`config.mk`:
```
export PLATFORM = sky130hd
export DESIGN_NAME = ifu_fetch
export DESIGN_NICKNAME = d
export VERILOG_FILES = /design/src/rtl/ifu_fetch.sv
export SDC_FILE = /design/constraint.sdc
export NUM_CORES = 1
export LEC_CHECK = 0
export BUFFER_PORTS_ARGS = -buffer_cell sky130_fd_sc_hd__buf_2
export CAP_MARGIN = 40
export CORE_UTILIZATION = 55
export CTS_BUF_LIST = sky130_fd_sc_hd__clkbuf_2 sky130_fd_sc_hd__clkbuf_4 sky130_fd_sc_hd__clkbuf_8
export CTS_CLUSTER_DIAMETER = 40
export DETAILED_ROUTE_END_ITERATION = 8
export GPL_ROUTABILITY_DRIVEN = 0
export PLACE_DENSITY = 0.91
export SETUP_SLACK_MARGIN = 0.1
export SYNTH_ARGS = -nofsm -noshare
export SYNTH_HDL_FRONTEND = slang
export SYNTH_SLANG_ARGS = --single-unit
```
`constraint.sdc`:
```
create_clock -name i_Clk -period 11.7 [get_ports i_Clk]
set_input_delay 3.51 -clock i_Clk [delete_from_list [all_inputs] [get_ports i_Clk]]
set_output_delay 3.51 -clock i_Clk [all_outputs]
set_load 0.1 [all_outputs]
```
`src/rtl/ifu_fetch.sv`:
```
// Instruction fetch unit: issues word fetches, tracks in-flight responses and
// buffers returned instructions in a small prefetch FIFO toward if_id.
module ifu_fetch #(
  parameter logic [31:0] RESET_PC   = 32'h0000_0000,
  parameter int          FIFO_DEPTH = 2
) (
  input  logic        i_Clk,
  input  logic        i_reset,
  input  logic        i_jump_flag,
  input  logic [31:0] i_jump_addr,
  input  logic        i_hold_flag,
  output logic        o_mem_req,
  output logic [31:0] o_mem_addr,
  input  logic        i_mem_gnt,
  input  logic        i_mem_rvalid,
  input  logic [31:0] i_mem_rdata,
  output logic [31:0] o_pc_addr,
  output logic [31:0] o_inst_data,
  output logic        o_inst_valid
);

  localparam int PTR_W = (FIFO_DEPTH > 1) ? $clog2(FIFO_DEPTH) : 1;
  localparam int CNT_W = $clog2(FIFO_DEPTH + 1);
  localparam logic [CNT_W-1:0] CNT_MAX  = CNT_W'(FIFO_DEPTH);
  localparam logic [PTR_W-1:0] PTR_LAST = PTR_W'(FIFO_DEPTH - 1);
  localparam logic [31:0]      WORD_MASK = 32'hFFFF_FFFC;

  typedef enum logic [1:0] {
    RESET_WAIT,
    FETCH,
    DRAIN
  } fetchState_t;

  fetchState_t      r_state;
  logic [31:0]      r_fetchPc;
  logic [CNT_W-1:0] r_outstanding;
  logic [CNT_W-1:0] r_discardCnt;

  // Address FIFO: remembers the pc of every granted request until it returns.
  logic [31:0]      r_addrFifo [FIFO_DEPTH];
  logic [PTR_W-1:0] r_addrRdPtr;
  logic [PTR_W-1:0] r_addrWrPtr;

  logic [31:0]      r_fifoPc   [FIFO_DEPTH];
  logic [31:0]      r_fifoData [FIFO_DEPTH];
  logic [PTR_W-1:0] r_fifoRdPtr;
  logic [PTR_W-1:0] r_fifoWrPtr;
  logic [CNT_W-1:0] r_fifoCount;

  logic [CNT_W:0]   w_inFlight;
  logic             w_memReq;
  logic             w_grant;
  logic             w_rvalid;
  logic             w_instValid;
  logic             w_push;
  logic             w_pop;
  logic [31:0]      w_respPc;
  logic [31:0]      w_jumpPc;
  logic [CNT_W-1:0] w_outstandingNext;
  logic [CNT_W-1:0] w_fifoCountNext;

  function automatic logic [PTR_W-1:0] ptrInc(input logic [PTR_W-1:0] p);
    return (p == PTR_LAST) ? '0 : p + PTR_W'(1);
  endfunction

  // Credits: buffered plus in-flight fetches never exceed the FIFO depth, so a
  // response always finds a free slot.
  assign w_inFlight  = {1'b0, r_outstanding} + {1'b0, r_fifoCount};
  assign w_memReq    = (r_state == FETCH) && (w_inFlight < {1'b0, CNT_MAX});
  assign w_grant     = w_memReq & i_mem_gnt;
  assign w_rvalid    = i_mem_rvalid && (r_outstanding != '0);
  assign w_instValid = (r_fifoCount != '0);
  assign w_respPc    = r_addrFifo[r_addrRdPtr];
  assign w_jumpPc    = i_jump_addr & WORD_MASK;

  // A jump wins over hold, over a returning response and over a pop.
  assign w_push = (r_state == FETCH) && w_rvalid && !i_jump_flag &&
                  ((r_fifoCount != CNT_MAX) || (w_instValid && !i_hold_flag));
  assign w_pop  = w_instValid && !i_hold_flag && !i_jump_flag;

  assign w_outstandingNext = r_outstanding + CNT_W'(w_grant) - CNT_W'(w_rvalid);
  assign w_fifoCountNext   = r_fifoCount + CNT_W'(w_push) - CNT_W'(w_pop);

  assign o_mem_req    = w_memReq;
  assign o_mem_addr   = r_fetchPc;
  assign o_inst_valid = w_instValid;
  assign o_pc_addr    = w_instValid ? r_fifoPc[r_fifoRdPtr]   : 32'h0;
  assign o_inst_data  = w_instValid ? r_fifoData[r_fifoRdPtr] : 32'h0;

  always_ff @(posedge i_Clk) begin
    if (i_reset) begin
      r_state       <= RESET_WAIT;
      r_fetchPc     <= RESET_PC & WORD_MASK;
      r_outstanding <= '0;
      r_discardCnt  <= '0;
      r_addrRdPtr   <= '0;
      r_addrWrPtr   <= '0;
      r_fifoRdPtr   <= '0;
      r_fifoWrPtr   <= '0;
      r_fifoCount   <= '0;
    end else begin
      if (w_grant) begin
        r_addrFifo[r_addrWrPtr] <= r_fetchPc;
        r_addrWrPtr             <= ptrInc(r_addrWrPtr);
      end
      if (w_rvalid) begin
        r_addrRdPtr <= ptrInc(r_addrRdPtr);
      end
      r_outstanding <= w_outstandingNext;

      if (i_jump_flag) begin
        r_fifoRdPtr <= '0;
        r_fifoWrPtr <= '0;
        r_fifoCount <= '0;
      end else begin
        if (w_push) begin
          r_fifoPc[r_fifoWrPtr]   <= w_respPc;
          r_fifoData[r_fifoWrPtr] <= i_mem_rdata;
          r_fifoWrPtr             <= ptrInc(r_fifoWrPtr);
        end
        if (w_pop) begin
          r_fifoRdPtr <= ptrInc(r_fifoRdPtr);
        end
        r_fifoCount <= w_fifoCountNext;
      end

      if (i_jump_flag) begin
        r_fetchPc <= w_jumpPc;
      end else if (w_grant) begin
        r_fetchPc <= r_fetchPc + 32'd4;
      end

      case (r_state)
        RESET_WAIT: begin
          r_discardCnt <= '0;
          r_state      <= FETCH;
        end
        FETCH: begin
          // Everything still in flight after this edge belongs to the old path.
          if (i_jump_flag) begin
            r_discardCnt <= w_outstandingNext;
            r_state      <= (w_outstandingNext != '0) ? DRAIN : FETCH;
          end
        end
        DRAIN: begin
          if (r_discardCnt == '0) begin
            r_state <= FETCH;
          end else if (w_rvalid) begin
            r_discardCnt <= r_discardCnt - CNT_W'(1);
          end
        end
        default: begin
          r_state <= RESET_WAIT;
        end
      endcase
    end
  end

endmodule

```
==> flow_summary.json <==
{
  "run_status": "finished, final reports clean",
  "row_count": 47,
  "hpwl_mm": 11.8,
  "postLayoutCoreUtil_pct": 66.9,
  "routed_via_density": 5.53,
  "buffer_ports.inserted": 161,
  "die_w_um": 132,
  "power_per_cell_area_nw_per_um2": 178,
  "postCtsSetupBuffers": 0,
  "internal-power_uw": 1420,
  "post_synth.cell_area_avg_um2": 14.0,
  "post-synth-top-area-cell": "sky130_fd_sc_hd__edfxtp_1",
  "hold_class": "flop to flop",
  "fin_setup_tns_ns": 0,
  "number_of_buffers_added_by_the_clock_tree_synthesis_step": 37,
  "layout_filler_cell_count": 1160,
  "later_pin_clock_latency_in_the_skew_report_ns": 0.53,
  "async_flop_share_pct": 0,
  "worst-endpoint-required_ns": 11.82,
  "die_area_um2": 17400,
  "cts_tree": "done",
  "synth_cells": 662,
  "synth-seq-area-share_pct": 69.1,
  "antenna_cells": 0,
  "timing.clock.skew_ns": 0.0338,
  "clock_tree.buffer_depth": 3,
  "final_nets": 916,
  "drive_gt1_share_pct": 31.2,
  "post_cts_hold_buffer_count": 0,
  "grt_first_pass_wirelength_mm": 29.4,
  "io-pin-count": 168,
  "seq_power_share_pct": 48.6,
  "cts.repair.resized": 0,
  "remaining_drcs": 0,
  "worst_setup_path_end_kind": "flop",
  "cts-htree-levels": 2,
  "synth_cell_type_count": 48,
  "synthDominantCellAreaShare_pct": 59.6,
  "drt-pass1-iter-count": 6,
  "worst_slew_margin_rel_pct": 39.1,
  "number_of_enable_flip_flop_cells_after_synthesis": 184,
  "dr.first_iter.drc_count": 322,
  "first_global_vias": 5842,
  "route.final.wire_length_mm": 19.2,
  "floorplan.initialDensity_pct": 56.1,
  "power.leakage_uw": 0.00405,
  "routedWlPerCell_um": 17.7,
  "switching_share_pct": 27.7,
  "total_count_of_max_transition_violations_in_the_final_report": 0,
  "setup-violations-final": 0,
  "irDropWorstVdd_mv": 0.143,
  "finalHoldViolCount": 0,
  "synth_seq_cells": 228,
  "mappedNetlistArea_um2": 9270,
  "netSwitchingPower_uw": 543,
  "final_min_period_over_clock_period_pct": 49.2,
  "crit_path_start_kind": "primary input",
  "fmax_ghz": 0.174,
  "standard_cell_core_area_um2": 16500,
  "congestion_overflow_gr": 0,
  "path_class": "primary input to flop",
  "tritoncts_num_sinks": 228,
  "syn_to_final_growth_pct": 19.2,
  "route.antenna.remaining_nets": 0,
  "leading_register_cell_type_out_of_synthesis": "sky130_fd_sc_hd__edfxtp_1",
  "die_height_um": 132,
  "cap_viol_max_count": 0,
  "pwr-share-comb_pct": 16.1,
  "timing.critical_path.fanout_max": 62,
  "yosys-top-cells-count": "sky130_fd_sc_hd__edfxtp_1, sky130_fd_sc_hd__nor2_1, sky130_fd_sc_hd__mux2i_1",
  "cts.clk_slew.worst_paths_ns": 0.06,
  "setup_repair_after_global_routing_missed_its_margin": "false",
  "worst-slew-pin-transition_ns": 0.914,
  "route.vias.total": 5986,
  "ctsRootBufferMaster": "sky130_fd_sc_hd__clkbuf_8",
  "synth_area_leaders": "sky130_fd_sc_hd__edfxtp_1, sky130_fd_sc_hd__dfxtp_1, sky130_fd_sc_hd__mux2i_1, sky130_fd_sc_hd__nor2_1, sky130_fd_sc_hd__mux2_2",
  "clockPowerShare_pct": 35.3,
  "ys.warnings.count": 0,
  "grt_start_max_net_pins": 66,
  "number_of_antenna_violations_at_the_first_check_in_global_routing": 0,
  "post-synth-top-count-cell": "sky130_fd_sc_hd__edfxtp_1",
  "timing.final.crit_period_ns": 5.75,
  "critPathArrivalTime_ns": 5.88,
  "groute.usage.overall_pct": 21.8
}
==> cell usage in the layout (no fill, tap or decap), drive strengths merged, types with 6 or more instances in the layout <==
cell | Yosys | routed
edfxtp | 184 | 184
nand3 | 14 | 14
nand2 | 27 | 27
and3 | 7 | 7
nand4 | 6 | 6
mux2i | 62 | 62
xor2 | 8 | 8
a211oi | 13 | 13
nor4 | 9 | 9
inv | 15 | 15
xnor2 | 22 | 22
clkbuf | 23 | 52
nor3 | 11 | 11
mux2 | 31 | 31
a21oi | 21 | 21
o21ai | 8 | 8
clkinv | 0 | 12
ha | 10 | 10
dfxtp | 44 | 44
nor2 | 94 | 94
buf | 14 | 168
==> worst max-delay path: stages <==
cell,delay (ns)
sky130_fd_sc_hd__buf_2,0.24
sky130_fd_sc_hd__inv_2,0.62
sky130_fd_sc_hd__o2111ai_1,0.45
sky130_fd_sc_hd__nor3b_2,0.26
sky130_fd_sc_hd__buf_4,0.70
==> power by group through the flow <==
stage          clock network, uW  registers (uW)  logic (uW)
2_1_floorplan                  0            1020         197
3_3_place_gp                   0             968         300
3_5_place_dp                   0             971         312
4_1_cts                      709             954         315
5_1_grt                      739             958         335
6_report                     694             955         316
==> metal layers <==
layer,global-route usage (%),part of all wire [%]
met5,0,0
met4,11.6,4.0
met3,4.92,5.7
met2,37.4,50
met1,25.6,40
==> flip-flops by register name, summed over array words and instances (netlist names), named ones only <==
signal         flops
r_outstanding      2
r_discardCnt       2
r_fifoWrPtr        1
r_fifoRdPtr        1
r_fifoData        64
r_addrFifo        60
r_addrWrPtr        1
r_fifoPc          60
r_fifoCount        2
r_addrRdPtr        1
o_mem_addr        30
r_state            2
==> metrics by stage <==
stage	hold slack, ns	instances	power (uW)	setup WS, ns	cell area, um^2
CTS	0.463	1083	1980	5.98	11100
floorplan	0.436	665	1210	2.51	9290
finish	0.459	1083	1960	5.95	11100
global route	0.497	1083	2030	5.79	11100
global placement	0.446	1015	1270	5.57	10300
detailed placement	0.455	1016	1280	5.48	10300
==> cells by family after synthesis <==
| group | count (synthesis) | share of synthesized area [%] |
|---|---|---|
| flip-flops | 228 | 69.1 |
| AND/OR/NAND/NOR | 188 | 9.38 |
| multiplexers | 93 | 10.5 |
| AO/OA/AOI/OAI | 58 | 3.91 |
| buffers and inverters | 52 | 2.50 |
| XOR/XNOR | 31 | 3.08 |
| adder cells (fa/ha/maj) | 11 | 1.57 |
| other | 1 | 0.0404 |
==> path summary, 6_finish.rpt <==
check                   from                 to  slack [ns]  depth (start not counted)
min reg2reg  r_discardCnt[0]    r_discardCnt[0]        0.46                          2
max reg2reg   r_fifoCount[0]         r_state[1]        8.16                         11
min          r_discardCnt[0]    r_discardCnt[0]        0.46                          2
max              i_jump_flag  r_fifoData[1][18]        5.95                          5
==> layout make-up <==
class	count	area (um^2)	area share, %
repair buffers	168	878	7.94
clock buffers	52	634	5.74
inverters	15	61.3	0.555
multi-input cells	385	2680	24.2
flip-flops and latches	228	6410	58.0
well taps	220	275	2.49
clock inverters	15	121	1.10
Power figures use the tool's default switching activity.
